--- src/rtl/vend_sequencer.sv ---
`default_nettype none
// ============================================================================
//  Module      : vend_sequencer
//  Description : Front-end controller for a four-item vending datapath.
//                Accumulates coin credit, arbitrates item requests
//                round-robin, issues single-cycle Buy pulses, tracks stock,
//                enforces a dispense hold-off and refunds credit on cancel.
//  Revision    : 1.0  initial release
// ============================================================================
module vend_sequencer #(
  parameter int COST0       = 5,
  parameter int COST1       = 10,
  parameter int COST2       = 15,
  parameter int COST3       = 30,
  parameter int STOCK0      = 6,
  parameter int STOCK1      = 2,
  parameter int STOCK2      = 1,
  parameter int STOCK3      = 1,
  parameter int MAX_CREDIT  = 95,
  parameter int HOLD_CYCLES = 4
) (
  input  logic       Clock,
  input  logic       Reset,
  input  logic       Nickel,
  input  logic       Dime,
  input  logic       Quarter,
  input  logic [3:0] Select,
  input  logic       Cancel,
  output logic [6:0] Money,
  output logic [3:0] Buy,
  output logic [3:0] Deny,
  output logic [6:0] Change,
  output logic       ChangeValid,
  output logic       CoinReject,
  output logic       Busy
);

  localparam int HW = (HOLD_CYCLES > 1) ? $clog2(HOLD_CYCLES) : 1;
  localparam logic [HW-1:0] HOLD_INIT = HW'(HOLD_CYCLES - 1);
  localparam logic [7:0]    MAX_C     = 8'(MAX_CREDIT);

  localparam logic [6:0] COST [4] = '{7'(COST0), 7'(COST1), 7'(COST2), 7'(COST3)};
  localparam logic [3:0] STOCK_INIT [4] =
    '{4'(STOCK0), 4'(STOCK1), 4'(STOCK2), 4'(STOCK3)};

  typedef enum logic [2:0] {
    S_IDLE    = 3'd0,
    S_COLLECT = 3'd1,
    S_VEND    = 3'd2,
    S_HOLD    = 3'd3,
    S_REFUND  = 3'd4
  } state_t;

  state_t          state_q, state_d;
  logic [6:0]      money_q, money_d;
  logic [3:0]      buy_q, buy_d;
  logic [3:0]      deny_q, deny_d;
  logic [6:0]      change_q, change_d;
  logic            change_valid_q, change_valid_d;
  logic            coin_reject_q, coin_reject_d;
  logic            busy_q, busy_d;
  logic [3:0]      stock_q [4];
  logic [3:0]      stock_d [4];
  logic [1:0]      ptr_q, ptr_d;
  logic [HW-1:0]   hold_q, hold_d;

  logic [7:0]      coin_sum;
  logic            coin_any;
  logic [3:0]      eligible;
  logic            found;
  logic [1:0]      gnt_idx;
  logic [1:0]      scan_idx;
  logic [7:0]      base_credit;
  logic [7:0]      new_credit;

  // Coin total, eligibility on pre-edge credit, and round-robin grant search
  always_comb begin
    coin_sum = (Nickel  ? 8'd5  : 8'd0)
             + (Dime    ? 8'd10 : 8'd0)
             + (Quarter ? 8'd25 : 8'd0);
    coin_any = Nickel | Dime | Quarter;
    for (int i = 0; i < 4; i++) begin
      eligible[i] = Select[i] && (stock_q[i] != 4'd0) && (money_q >= COST[i]);
    end
    found    = 1'b0;
    gnt_idx  = ptr_q;
    scan_idx = ptr_q;
    // Search starts just after the last winner so every item gets a turn
    for (int k = 1; k <= 4; k++) begin
      scan_idx = 2'(32'(ptr_q) + k);
      if (!found && eligible[scan_idx]) begin
        found   = 1'b1;
        gnt_idx = scan_idx;
      end
    end
  end

  // Next-state and registered-output computation
  always_comb begin
    state_d        = state_q;
    money_d        = money_q;
    buy_d          = 4'd0;
    deny_d         = 4'd0;
    change_d       = change_q;
    change_valid_d = 1'b0;
    coin_reject_d  = 1'b0;
    stock_d        = stock_q;
    ptr_d          = ptr_q;
    hold_d         = hold_q;
    base_credit    = {1'b0, money_q};
    new_credit     = base_credit;

    case (state_q)
      S_IDLE, S_COLLECT: begin
        deny_d = Select & ~eligible;
        if (state_q == S_COLLECT && Cancel) begin
          // Cancel beats both a grant and coins arriving in the same cycle
          state_d        = S_REFUND;
          change_d       = money_q;
          change_valid_d = 1'b1;
          coin_reject_d  = coin_any;
        end else begin
          if (state_q == S_COLLECT && found) begin
            base_credit      = base_credit - {1'b0, COST[gnt_idx]};
            buy_d            = 4'(1) << gnt_idx;
            stock_d[gnt_idx] = stock_q[gnt_idx] - 4'd1;
            ptr_d            = gnt_idx;
            state_d          = S_VEND;
          end
          new_credit = base_credit + coin_sum;
          if (coin_any && new_credit <= MAX_C) begin
            money_d = new_credit[6:0];
            if (state_d == S_IDLE) state_d = S_COLLECT;
          end else begin
            // Over-ceiling coins are refused as a whole
            money_d       = base_credit[6:0];
            coin_reject_d = coin_any;
          end
        end
      end
      S_VEND: begin
        coin_reject_d = coin_any;
        hold_d        = HOLD_INIT;
        state_d       = S_HOLD;
      end
      S_HOLD: begin
        coin_reject_d = coin_any;
        if (hold_q == '0) begin
          state_d = (money_q != 7'd0) ? S_COLLECT : S_IDLE;
        end else begin
          hold_d = hold_q - 1'b1;
        end
      end
      S_REFUND: begin
        coin_reject_d = coin_any;
        money_d       = 7'd0;
        state_d       = S_IDLE;
      end
      default: begin
        state_d = S_IDLE;
      end
    endcase

    busy_d = (state_d == S_VEND) || (state_d == S_HOLD) || (state_d == S_REFUND);
  end

  // State and output registers with asynchronous reset to power-on values
  always_ff @(posedge Clock or posedge Reset) begin
    if (Reset) begin
      state_q        <= S_IDLE;
      money_q        <= 7'd0;
      buy_q          <= 4'd0;
      deny_q         <= 4'd0;
      change_q       <= 7'd0;
      change_valid_q <= 1'b0;
      coin_reject_q  <= 1'b0;
      busy_q         <= 1'b0;
      ptr_q          <= 2'd3;
      hold_q         <= '0;
      for (int i = 0; i < 4; i++) stock_q[i] <= STOCK_INIT[i];
    end else begin
      state_q        <= state_d;
      money_q        <= money_d;
      buy_q          <= buy_d;
      deny_q         <= deny_d;
      change_q       <= change_d;
      change_valid_q <= change_valid_d;
      coin_reject_q  <= coin_reject_d;
      busy_q         <= busy_d;
      ptr_q          <= ptr_d;
      hold_q         <= hold_d;
      for (int i = 0; i < 4; i++) stock_q[i] <= stock_d[i];
    end
  end

  assign Money       = money_q;
  assign Buy         = buy_q;
  assign Deny        = deny_q;
  assign Change      = change_q;
  assign ChangeValid = change_valid_q;
  assign CoinReject  = coin_reject_q;
  assign Busy        = busy_q;

endmodule
`default_nettype wire

--- config.mk ---
export PLATFORM = sky130hd
export DESIGN_NAME = vend_sequencer
export DESIGN_NICKNAME = d
export VERILOG_FILES = /design/src/rtl/vend_sequencer.sv
export SDC_FILE = /design/constraint.sdc
export NUM_CORES = 1
export LEC_CHECK = 0
export ABC_AREA = 0
export BUFFER_PORTS_ARGS = -buffer_cell sky130_fd_sc_hd__buf_4
export CAP_MARGIN = 20
export CORE_MARGIN = 1.5
export CORE_UTILIZATION = 35
export CTS_BUF_LIST = sky130_fd_sc_hd__clkbuf_4 sky130_fd_sc_hd__clkbuf_8
export DETAILED_ROUTE_END_ITERATION = 8
export GPL_TIMING_DRIVEN = 0
export SLEW_MARGIN = 20
export SYNTH_ARGS = -nofsm -noshare
export SYNTH_HDL_FRONTEND = slang
export SYNTH_SLANG_ARGS = --single-unit
--- constraint.sdc ---
create_clock -name Clock -period 6.9 [get_ports Clock]
set_input_delay 0.69 -clock Clock [delete_from_list [all_inputs] [get_ports Clock]]
set_output_delay 0.69 -clock Clock [all_outputs]
set_load 0.05 [all_outputs]
==> results by group <==
Synthesis
  – Top cells by count, synth: dfrtp_1 (41), nand2_1 (41), nor2_1 (18), o21ai_0 (18), inv_1 (17)
  – Flops & latches, synth: between 40 and 50
  – Area leader, netlist: dfrtp_1
  – Post-synth top area share: 0.341
  – Post-Synthesis Net Count: about 330
  – Syn Std Cell Area: around 3000 sq um
  – Number of synthesis warnings: 0
  – Unique masters post-synth: 57
  – Syn Area/Cell: 9.94 sq um
  – Post-synth EDFFs: 0
  – Mapped Cells: 303
  – Sequential area share after synthesis: 0.402
  – Top_reg_cell synth: dfrtp_1
  – Area contributors post-synth: dfrtp_1 (34%), ha_1 (6.2%), dfstp_2 (6.1%)
  – Post-synth ARST share: 1.00

Outcome
  – Status: finished clean

STA
  – RSZ-0062 raised after global routing: false
  – FMAX: about 180 MHz
  – Final Skew: between 0.01 and 0.015 ns
  – Min Tclk post-route: approximately 5.7 ns
  – Final period util: 0.821
  – Hold Fails Final Rpt: 0
  – Actual slew at the worst max-slew pin: 0.998 ns
  – Fin Setup TNS: 0 ns
  – Max_slew headroom: 0.330
  – Final setup viols: 0
  – Max Slew Vio Count: 0

Global routing
  – Initial antenna violation count: 0
  – First-pass GRT wire length: between 10 and 15 mm
  – GRT overflow: 0
  – Gr usage total: 0.172
  – Pin count of the biggest net entering global routing: 26
  – Vias in the first global route: about 2400

Detailed routing
  – DRT Pass-1 Iters: 4
  – DRC: 0
  – Via-to-Cell Ratio: 5.22
  – Total wire length: 7.13 mm
  – WL per Instance: 15.8 um
  – Total vias in the final route: around 2400
  – Antenna viol nets, final: 0
  – Starting DRT DRC Count: 80

Critical path
  – Crit start category: flip-flop
  – Setup CP Type: reg2reg
  – Required time of the critical path: between 7 and 8 ns
  – Worst Setup End Kind: flip-flop
  – Crit path DAT: approximately 6 ns
  – Worst R2R Path Depth: 24
  – Worst-path maximum fanout: 10

Placed design
  – Hpwl dp: around 5.6 mm
  – Final Wtd Congestion: about 0.80
  – Port Buffers: 34
  – Dpl cells: around 440
  – Placement Cell Area: between 3000 and 4000 sq um

Clocking
  – CTS buffer count: 5
  – Post-CTS Resized: 0
  – Post-CTS setup buffers: 0
  – Reg clk slew, reported paths: about 0.090 ns
  – Post-CTS Hold Buffers: 0
  – Clk Latency, worst-skew pair: about 0.31 ns
  – CTS tree: done
  – CTS sink cnt: between 40 and 50
  – H-tree Lvls: 2
  – Clock Path Buffers: 2
  – Root Driver: clkbuf_8

Pwr
  – Internal: 0.000730 W
  – VDD IR max: around 0.18 mV
  – Comb power frac: 0.566
  – Switching power total: approximately 0.00063 W
  – Switching share of power: 0.461
  – Reg power frac: 0.280
  – Clock power share: 0.155
  – LEAKAGE: ~1.7 nW
  – P per Cell Area: around 380 nW/um^2

Die
  – Placeable Area: 8260 sq um
  – Chip width: 95.8 um
  – Die area: between 9000 and 10000 sq um
  – Initial Util: 0.365
  – Die Ht: 95.8 um
  – Rows: 33
  – Ports: 35

Final layout
  – Final Cell Area: around 3500 sq um
  – Layout fillers: 850
  – Share of layout cells above drive strength 1: 0.243
  – Final cell count without fillers: 451
  – Diode count: 0
  – Multi-input gate area: about 1700 sq um
  – Final nets: approximately 370
  – Synth-to-Final Area Change: 17.3%
  – Register area: about 1200 sq um

Flow run
  – Max-Cap Viols: 0

Hold path
  – Hold Path Class: in2async
[cells by family after synthesis]
logic type	count (synthesis)	synth area share
compound gates	73	0.170
xor+xnor	9	0.0262
fa+ha+maj	19	0.0889
buf+inv	28	0.0395
flops	48	0.402
mux	29	0.106
simple gates	97	0.167
[final cells by class]
cell class | count | area share
plain buffers | 9 | 0.0135
multi-input cells | 227 | 0.476
clock inverters | 1 | 0.00850
clock buffers | 7 | 0.0237
well taps | 105 | 0.0372
inverters | 19 | 0.0202
flip-flops and latches | 48 | 0.343
repair buffers | 35 | 0.0779
[flip-flops by register name (all words and copies together), names as in the netlist]
register,flops
Money,7
stock_q,16
Buy,4
Busy,1
ChangeValid,1
state_q,3
hold_q,2
Deny,4
CoinReject,1
ptr_q,2
Change,7
[path summary, 6_finish.rpt]
kind                       startpoint     endpoint  slack [ns]
hold / removal                  Reset       Buy[2]        0.43
min in group Clock          hold_q[0]    hold_q[0]        0.49
setup reg to reg             Money[5]     Money[6]        1.23
setup / recovery             Money[5]     Money[6]        1.23
max in group asynchronous       Reset  stock_q[14]        5.87
hold reg to reg             hold_q[0]    hold_q[0]        0.49
[metal layers]
metal / up-vias / global-route usage / wire, um
met1: 1156 / 0.218 / 3270
met4: 0 / 0.0588 / 138
met5: - / 0 / 0
met2: 33 / 0.298 / 3520
met3: 11 / 0.0261 / 202
li1: 1156 / - / -
[power by group through the flow]
| stage | logic (W) | clock network (W) | registers, W |
|---|---|---|---|
| 3_3_place_gp | 0.000756 | 0 | 0.000384 |
| 6_report | 0.000767 | 0.000210 | 0.000379 |
| 4_1_cts | 0.000772 | 0.000218 | 0.000380 |
| 2_1_floorplan | 0.000420 | 0 | 0.000536 |
| 5_1_grt | 0.000843 | 0.000229 | 0.000386 |
| 3_5_place_dp | 0.000770 | 0 | 0.000385 |
[through the flow]
stage | hold WS [ns] | power [W] | setup slack (ns) | util
3_3_place_gp | 0.462 | 0.00114 | 1.26 | 0.412
2_1_floorplan | 0.449 | 0.000956 | 1.55 | -
5_1_grt | 0.478 | 0.00146 | 0.764 | 0.428
4_1_cts | 0.446 | 0.00137 | 1.21 | 0.428
6_report | 0.427 | 0.00136 | 1.23 | 0.428
3_5_place_dp | 0.468 | 0.00116 | 1.18 | 0.414
[critical path, cell delays in order, from the launching register on]
cell,delay [ns]
dfrtp_1,0.38
buf_2,0.20
nor3_1,0.31
a21oi_1,0.16
or3_1,0.34
nand3_2,0.13
buf_6,0.17
nor2b_1,0.31
ha_1,0.29
nor2b_1,0.14
o21a_1,0.16
nor2_1,0.11
xnor2_1,0.07
mux2_2,0.28
fa_1,0.44
ha_1,0.34
nor2b_1,0.14
o21ai_0,0.16
nand2b_1,0.13
a211o_1,0.28
mux2i_1,0.23
mux2i_4,0.18
nor3_1,0.29
o31ai_1,0.11
a21bo_1,0.20
[layout by cell type (no fill, tap or decap), types with 3 or more instances in the layout]
cell type	instances
dfrtp_1	41
nand2_1	41
buf_4	34
nor2_1	18
o21ai_0	18
inv_1	16
a21oi_1	15
ha_1	15
mux2i_1	14
mux2_2	13
dfstp_2	7
nor3_1	6
buf_2	5
a21o_1	5
xnor2_1	5
nor2b_1	5
o31ai_1	5
clkbuf_8	5
nand2b_1	4
xor2_1	4
o21ai_1	4
fa_1	4
or3_1	3
nand3_2	3
nand3_1	3
o21a_1	3
clkbuf_1	3
No activity file was read; power rests on OpenSTA's default activity.
